<file path="src/rtl/mem_arb.sv">
//------------------------------------------------------------------------------
// mem_arb -- two-requester single-port memory arbiter, fixed 3-cycle latency.
// Rev 1.0
//------------------------------------------------------------------------------
`timescale 1ns/1ps
`default_nettype none

module mem_arb #(
   parameter int WIDTH     = 32,
   parameter int ADDR_SIZE = 17,
   parameter int PRIO_MODE = 0
) (
   input  logic                 clk,
   input  logic                 reset,

   input  logic                 m0_req,
   input  logic                 m0_wen,
   input  logic [ADDR_SIZE-1:0] m0_addr,
   input  logic [WIDTH-1:0]     m0_wdata,
   output logic                 m0_ack,
   output logic [WIDTH-1:0]     m0_rdata,

   input  logic                 m1_req,
   input  logic                 m1_wen,
   input  logic [ADDR_SIZE-1:0] m1_addr,
   input  logic [WIDTH-1:0]     m1_wdata,
   output logic                 m1_ack,
   output logic [WIDTH-1:0]     m1_rdata,

   output logic                 mem_cs,
   output logic                 mem_wen,
   output logic [ADDR_SIZE-1:0] mem_addr,
   output logic [WIDTH-1:0]     mem_wdata,
   input  logic [WIDTH-1:0]     mem_rdata,

   output logic                 busy,
   output logic                 gnt
);

   localparam logic [1:0] IDLE   = 2'd0;
   localparam logic [1:0] ACCESS = 2'd1;
   localparam logic [1:0] DONE   = 2'd2;

   logic [1:0]           state;
   logic [1:0]           next_state;
   logic                 any_req;
   logic                 win;
   logic                 lat_wen;
   logic [ADDR_SIZE-1:0] lat_addr;
   logic [WIDTH-1:0]     lat_wdata;

   assign any_req = m0_req | m1_req;

   // gnt holds the last-served index, so on a tie the other requester wins.
   always_comb begin
      win = gnt;
      if (m0_req && m1_req) begin
         win = (PRIO_MODE == 1) ? 1'b0 : ~gnt;
      end else if (m0_req) begin
         win = 1'b0;
      end else if (m1_req) begin
         win = 1'b1;
      end
   end

   always_ff @(posedge clk or negedge reset) begin
      if (!reset) begin
         state <= IDLE;
      end else begin
         state <= next_state;
      end
   end

   always_comb begin
      next_state = state;
      case (state)
         IDLE:    next_state = any_req ? ACCESS : IDLE;
         ACCESS:  next_state = DONE;
         DONE:    next_state = IDLE;
         default: next_state = IDLE;
      endcase
   end

   always_comb begin
      mem_cs    = (state == ACCESS);
      mem_wen   = (state == ACCESS) & lat_wen;
      mem_addr  = lat_addr;
      mem_wdata = lat_wdata;
      busy      = (state != IDLE);
   end

   // Request latch, grant and per-requester response registers.
   always_ff @(posedge clk or negedge reset) begin
      if (!reset) begin
         lat_wen   <= 1'b0;
         lat_addr  <= '0;
         lat_wdata <= '0;
         gnt       <= 1'b1;
         m0_ack    <= 1'b0;
         m1_ack    <= 1'b0;
         m0_rdata  <= '0;
         m1_rdata  <= '0;
      end else begin
         m0_ack <= 1'b0;
         m1_ack <= 1'b0;
         if (state == IDLE && any_req) begin
            gnt       <= win;
            lat_wen   <= win ? m1_wen   : m0_wen;
            lat_addr  <= win ? m1_addr  : m0_addr;
            lat_wdata <= win ? m1_wdata : m0_wdata;
         end
         if (state == DONE) begin
            if (gnt) begin
               m1_rdata <= mem_rdata;
               m1_ack   <= 1'b1;
            end else begin
               m0_rdata <= mem_rdata;
               m0_ack   <= 1'b1;
            end
         end
      end
   end

endmodule

`default_nettype wire

</file>
<file path="config.mk">
export PLATFORM = sky130hd
export DESIGN_NAME = mem_arb
export DESIGN_NICKNAME = d
export VERILOG_FILES = /design/src/rtl/mem_arb.sv
export SDC_FILE = /design/constraint.sdc
export NUM_CORES = 1
export LEC_CHECK = 0
export ABC_CLOCK_PERIOD_IN_PS = 2000
export CAP_MARGIN = 15
export CORE_MARGIN = 4
export CORE_UTILIZATION = 41
export CTS_BUF_LIST = sky130_fd_sc_hd__clkbuf_16
export CTS_CLUSTER_DIAMETER = 40
export CTS_CLUSTER_SIZE = 30
export DETAILED_ROUTE_END_ITERATION = 10
export PLACE_DENSITY = 0.84
export SLEW_MARGIN = 10
export SYNTH_ARGS = -nofsm -noshare
export SYNTH_HDL_FRONTEND = slang
export SYNTH_SLANG_ARGS = --single-unit
</file>
<file path="constraint.sdc">
create_clock -name clk -period 2 [get_ports clk]
set_input_delay 0.4 -clock clk [delete_from_list [all_inputs] [get_ports clk]]
set_output_delay 0.4 -clock clk [all_outputs]
set_load 0.01 [all_outputs]
</file>
Word-level counts from Yosys, hierarchy flattened
Index checks and enable logic that the tools add are counted.
Operators by class
  muxes and demuxes: 12
  bitwise logic cells: 3
  equality and inequality tests: 2
  reductions and logical operators: 6
Operator list (number)
  two-way mux 32 bit: 1
  two-way mux 17 bit: 1
  two-way mux 1 bit: 9
  case mux 2 bit (2 select lines): 1
  AND reduction 2 bit: 2
  equality test 2 x 1 -> 1 bit (second input constant): 1
  equality test 2 bit (second input constant): 1
  logical AND 1 bit: 2
  zero test 2 bit: 1
  nonzero test 2 bit: 1
  AND 1 bit: 1
  inverter 1 bit: 1
  OR 1 bit: 1
Word-level totals
  word-level logic and storage cells: 32
  output and inout bits: 119
  register bits after elaboration: 119

Logic depth before layout (Yosys ltp)
  depth after elaboration: 4
  gate-level depth with buffers: 6

Worst setup path after synthesis
Ideal clock, no wire load.
  path type: reg2reg
  from: register gnt
  to: register m0_rdata[15]
  data arrival time: 1351 ps
  path slack: 525 ps
  required time: 1875 ps
  setup time: 125 ps
  cell stages (with the launch flop): 5
  clock period less this slack: 1475 ps
  path buffers: 2
  cells stage by stage: dfstp_2 buf_4 nor3b_4 buf_6 mux2_2
On the way
  longest elaborated chain between the ends: 2
RTL lines
  start, declared: RTL line 37  | output logic gnt
  start signal, assigned: RTL line 107  | gnt <= win;
  inverter 1 bit (no source line)
  AND reduction 2 bit (no source line)
  end signal, assigned: RTL line 117  | m0_rdata <= mem_rdata;
  end, declared: RTL line 21  | output logic [WIDTH-1:0] m0_rdata,
Every way passes these cells.
A chain may end at the register's enable or synchronous reset.

Worst setup path after layout
  from: register state[1]
  to: output port mem_wen
On the way
  longest elaborated chain between the ends: 2
RTL lines
  start, declared: RTL line 44  | logic [1:0] state;
  start signal, assigned: RTL line 70  | state <= next_state;
  equality test 2 x 1 -> 1 bit: RTL line 86  | mem_wen = (state == ACCESS) & lat_wen;
  AND 1 bit: RTL line 86
  end, declared: RTL line 31  | output logic mem_wen,
Every way passes these cells.

==> flow_summary_export.csv <==
group,metric,value,unit
die,die_w,120.4,um
timing,hold_violations,0,
synthesis,syn_area,5179,um2
global_routing,use_met2,0.3856,
timing,worst_pin_slew,0.4291,ns
setup_path,critPathKind,"reg -> out",
synthesis,yosysWarnings,0,
finish,nets,828,
synthesis,synth_fp_nets,579,
global_routing,use_met1,0.2654,
timing,fmax,538.7,MHz
place,port_buffers,254,
die,design.core.area,12210,um2
global_routing,track_usage,0.2241,
timing,setup_tns,0,ns
setup_path,worst_ep_required_time,1.60,ns
timing,fin_crit_sh,0.9281,
synthesis,synthDistinctLibCells,26,
pwr,switching_share,0.3422,
timing,skew,0.008791,ns
clock_tree,cts_tree,"yes",
pwr,p_seq_frac,0.310,
pwr,power.leakage,3.406,nW
clock_tree,clockRootBuffer,"clkbuf_16",
clock_tree,clkSinkCount,119,
die,std_cell_rows,40,
clock_tree,clk_latency,0.40,ns
global_routing,grt_pass1_vias,4876,
run,cap_viol_max_count,0,
finish,syn_to_final_growth,64.29,%
drt,route.detailed.drc,0,
clock_tree,cts_setup_buffers,0,
die,die_h,120.4,um
timing,rsz0062_at_grt,"false",
place,dpl.hpwl,12.03,mm
synthesis,synth_cells,443,
setup_path,critPathLaunchType,"register",
worst_hold_path,hp-class,"in -> async",
timing,worst_slack,0.1438,ns
clock_tree,clk_path_buf_depth,2,
global_routing,grt_pass1_wl,25.79,mm
timing,fin_crit,1.856,ns
pwr,ir_worst_vdd,0.7227,mV
drt,vias,4645,
place,routabilityCongestion,0.8291,
drt,first_pass_iters,5,
die,initial_core_util,0.4241,
finish,nFillCells,900,
pwr,p_total,14.11,mW
die,die_area,14490,um2
outcome,status,"complete, no violations",
global_routing,antenna_found_initial,0,
setup_path,arrival,1.46,ns
drt,via_per_inst,5.321,
global_routing,gr-max-usage-layer,"met2",
pwr,p_int,9.279,mW
place,dp.cells,840,
global_routing,overflow,0,
synthesis,post_synth.cell_area_avg,11.69,um2
global_routing,grt_max_degree,70,
drt,drt-initial-drc-count,395,
finish,drive_gt1_frac,0.1858,
synthesis,synth_seq_area_share,0.5753,
drt,drt-total-wl,16.23,mm
pwr,p_comb_frac,0.482,
pwr,p_clk_frac,0.207,
drt,wl_per_cell,18.59,um
pwr,p_sw,4.828,mW
finish,final_cells,873,
setup_path,cp_max_fo,4,
global_routing,grtUsageMet3,0.07905,
pwr,p_per_area,1658,nW/um2
timing,setup_violations,0,
synthesis,synth_seq_cells,119,
setup_path,endpoint_kind,"output pin",
clock_tree,cts_made_buffers,17,
drt,ant_nets,0,
timing,drv_slew,0,
clock_tree,clk_pin_slew,0.06,ns
timing,slew_headroom,0.7139,
place,dp_slack,0.1516,ns
die,io-pin-count,255,
finish,diodes,0,
clock_tree,h-tree-depth,4,
per-layer routing:
| layer | vias up | routed length (um) |
|---|---|---|
| met4 | 0 | 265 |
| met1 | 2205 | 6221 |
| li1 | 2129 | - |
| met5 | - | 0 |
| met3 | 28 | 1564 |
| met2 | 283 | 8182 |
cell usage in the layout (no fill, tap or decap), types with 14 or more instances in the layout:
cell type	count
nand3_1	50
a31oi_1	41
mux2_2	63
clkdlybuf4s50_1	249
o21ai_0	41
buf_4	14
clkbuf_16	17
a21oi_1	50
dfrtp_1	118
synthesized netlist by cell type:
cell,n,area (um2)
buf_6,9,101.4
nor2_1,3,11.26
a31oi_1,41,256.5
dfstp_2,1,26.28
dfrtp_1,118,2953
nand3b_1,1,7.510
and2_1,3,18.77
buf_4,1,7.510
nand3_1,50,250.2
buf_1,4,15.01
or2_2,1,6.260
mux2_4,1,15.01
nor2b_1,1,6.260
buf_2,8,40.04
inv_1,2,7.510
a31oi_2,9,112.6
clkbuf_2,6,30.03
nor3b_4,1,18.77
nand2_1,1,3.750
o21ai_1,9,45.04
mux2_2,63,709.4
o21ai_0,41,205.2
clkbuf_1,17,63.81
a21oi_1,50,250.2
or2_1,1,6.260
mux2_1,1,11.26
per-stage QoR:
step | utilization | hold WS [ns] | area (um2)
final | 0.6967 | 0.4316 | 8508
after global routing | 0.6967 | 0.4471 | 8508
after CTS | 0.6965 | 0.4255 | 8506
after detailed placement | 0.6486 | 0.3030 | 7920
after global placement | 0.6486 | 0.3048 | 7920
after floorplan | - | 0.1044 | 5179
sequential cells by signal, indices dropped and copies added (netlist names):
name / flops
lat_wen: 1
m1_ack: 1
gnt: 1
m0_rdata: 32
mem_addr: 17
m0_ack: 1
state: 2
mem_wdata: 32
m1_rdata: 32
cell type report:
type | count | area, um2 | area share
Tap cell | 168 | 210.2 | 0.02471
Inverter | 2 | 7.507 | 0.0008824
Timing Repair Buffer | 275 | 2786 | 0.3275
Clock buffer | 17 | 425.4 | 0.05000
Sequential cell | 119 | 2979 | 0.3501
Clock inverter | 15 | 151.4 | 0.01779
Multi-Input combinational cell | 277 | 1948 | 0.2290
critical path, cell delays in order, from the launching register on:
cell	delay, ns
dfrtp_1	0.44
nor2b_2	0.17
and2_1	0.14
dlygate4sd2_1	0.30
what timing repair did:
action | CTS | global route
hold endpoints to repair | 15 | 0
gates cloned | 0 | 0
setup endpoints to repair | 3 | 1
resized for setup | 4 | 1
hold buffers | 1 | 0
pin swaps | 0 | 0
logic make-up after synthesis:
kind of cell    synth area share
compound gates            0.1679
buf+inv                  0.05122
flops                     0.5753
mux                       0.1421
simple gates             0.06354
final timing paths:
path | to | cells past startpoint | slack [ns] | from
min | mem_wdata[10] | 2 | 0.43 | reset
min in group clk | m0_rdata[17] | 1 | 0.50 | m0_rdata[17]
max | mem_wen | 3 | 0.14 | state[1]
min reg2reg | m0_rdata[17] | 1 | 0.50 | m0_rdata[17]
max reg2reg | mem_addr[5] | 6 | 0.24 | state[0]
max in group asynchronous | m0_rdata[16] | 3 | 0.94 | reset
power groups by stage:
| stage | clock, mW | combinational, mW | sequential (mW) |
|---|---|---|---|
| 2_1_floorplan | 0 | 2.73 | 4.85 |
| 3_3_place_gp | 0 | 6.61 | 4.32 |
| 3_5_place_dp | 0 | 6.84 | 4.38 |
| 4_1_cts | 2.98 | 6.85 | 4.38 |
| 5_1_grt | 3.12 | 7.25 | 4.53 |
| 6_report | 2.93 | 6.81 | 4.38 |
Power figures use the tool's default switching activity.
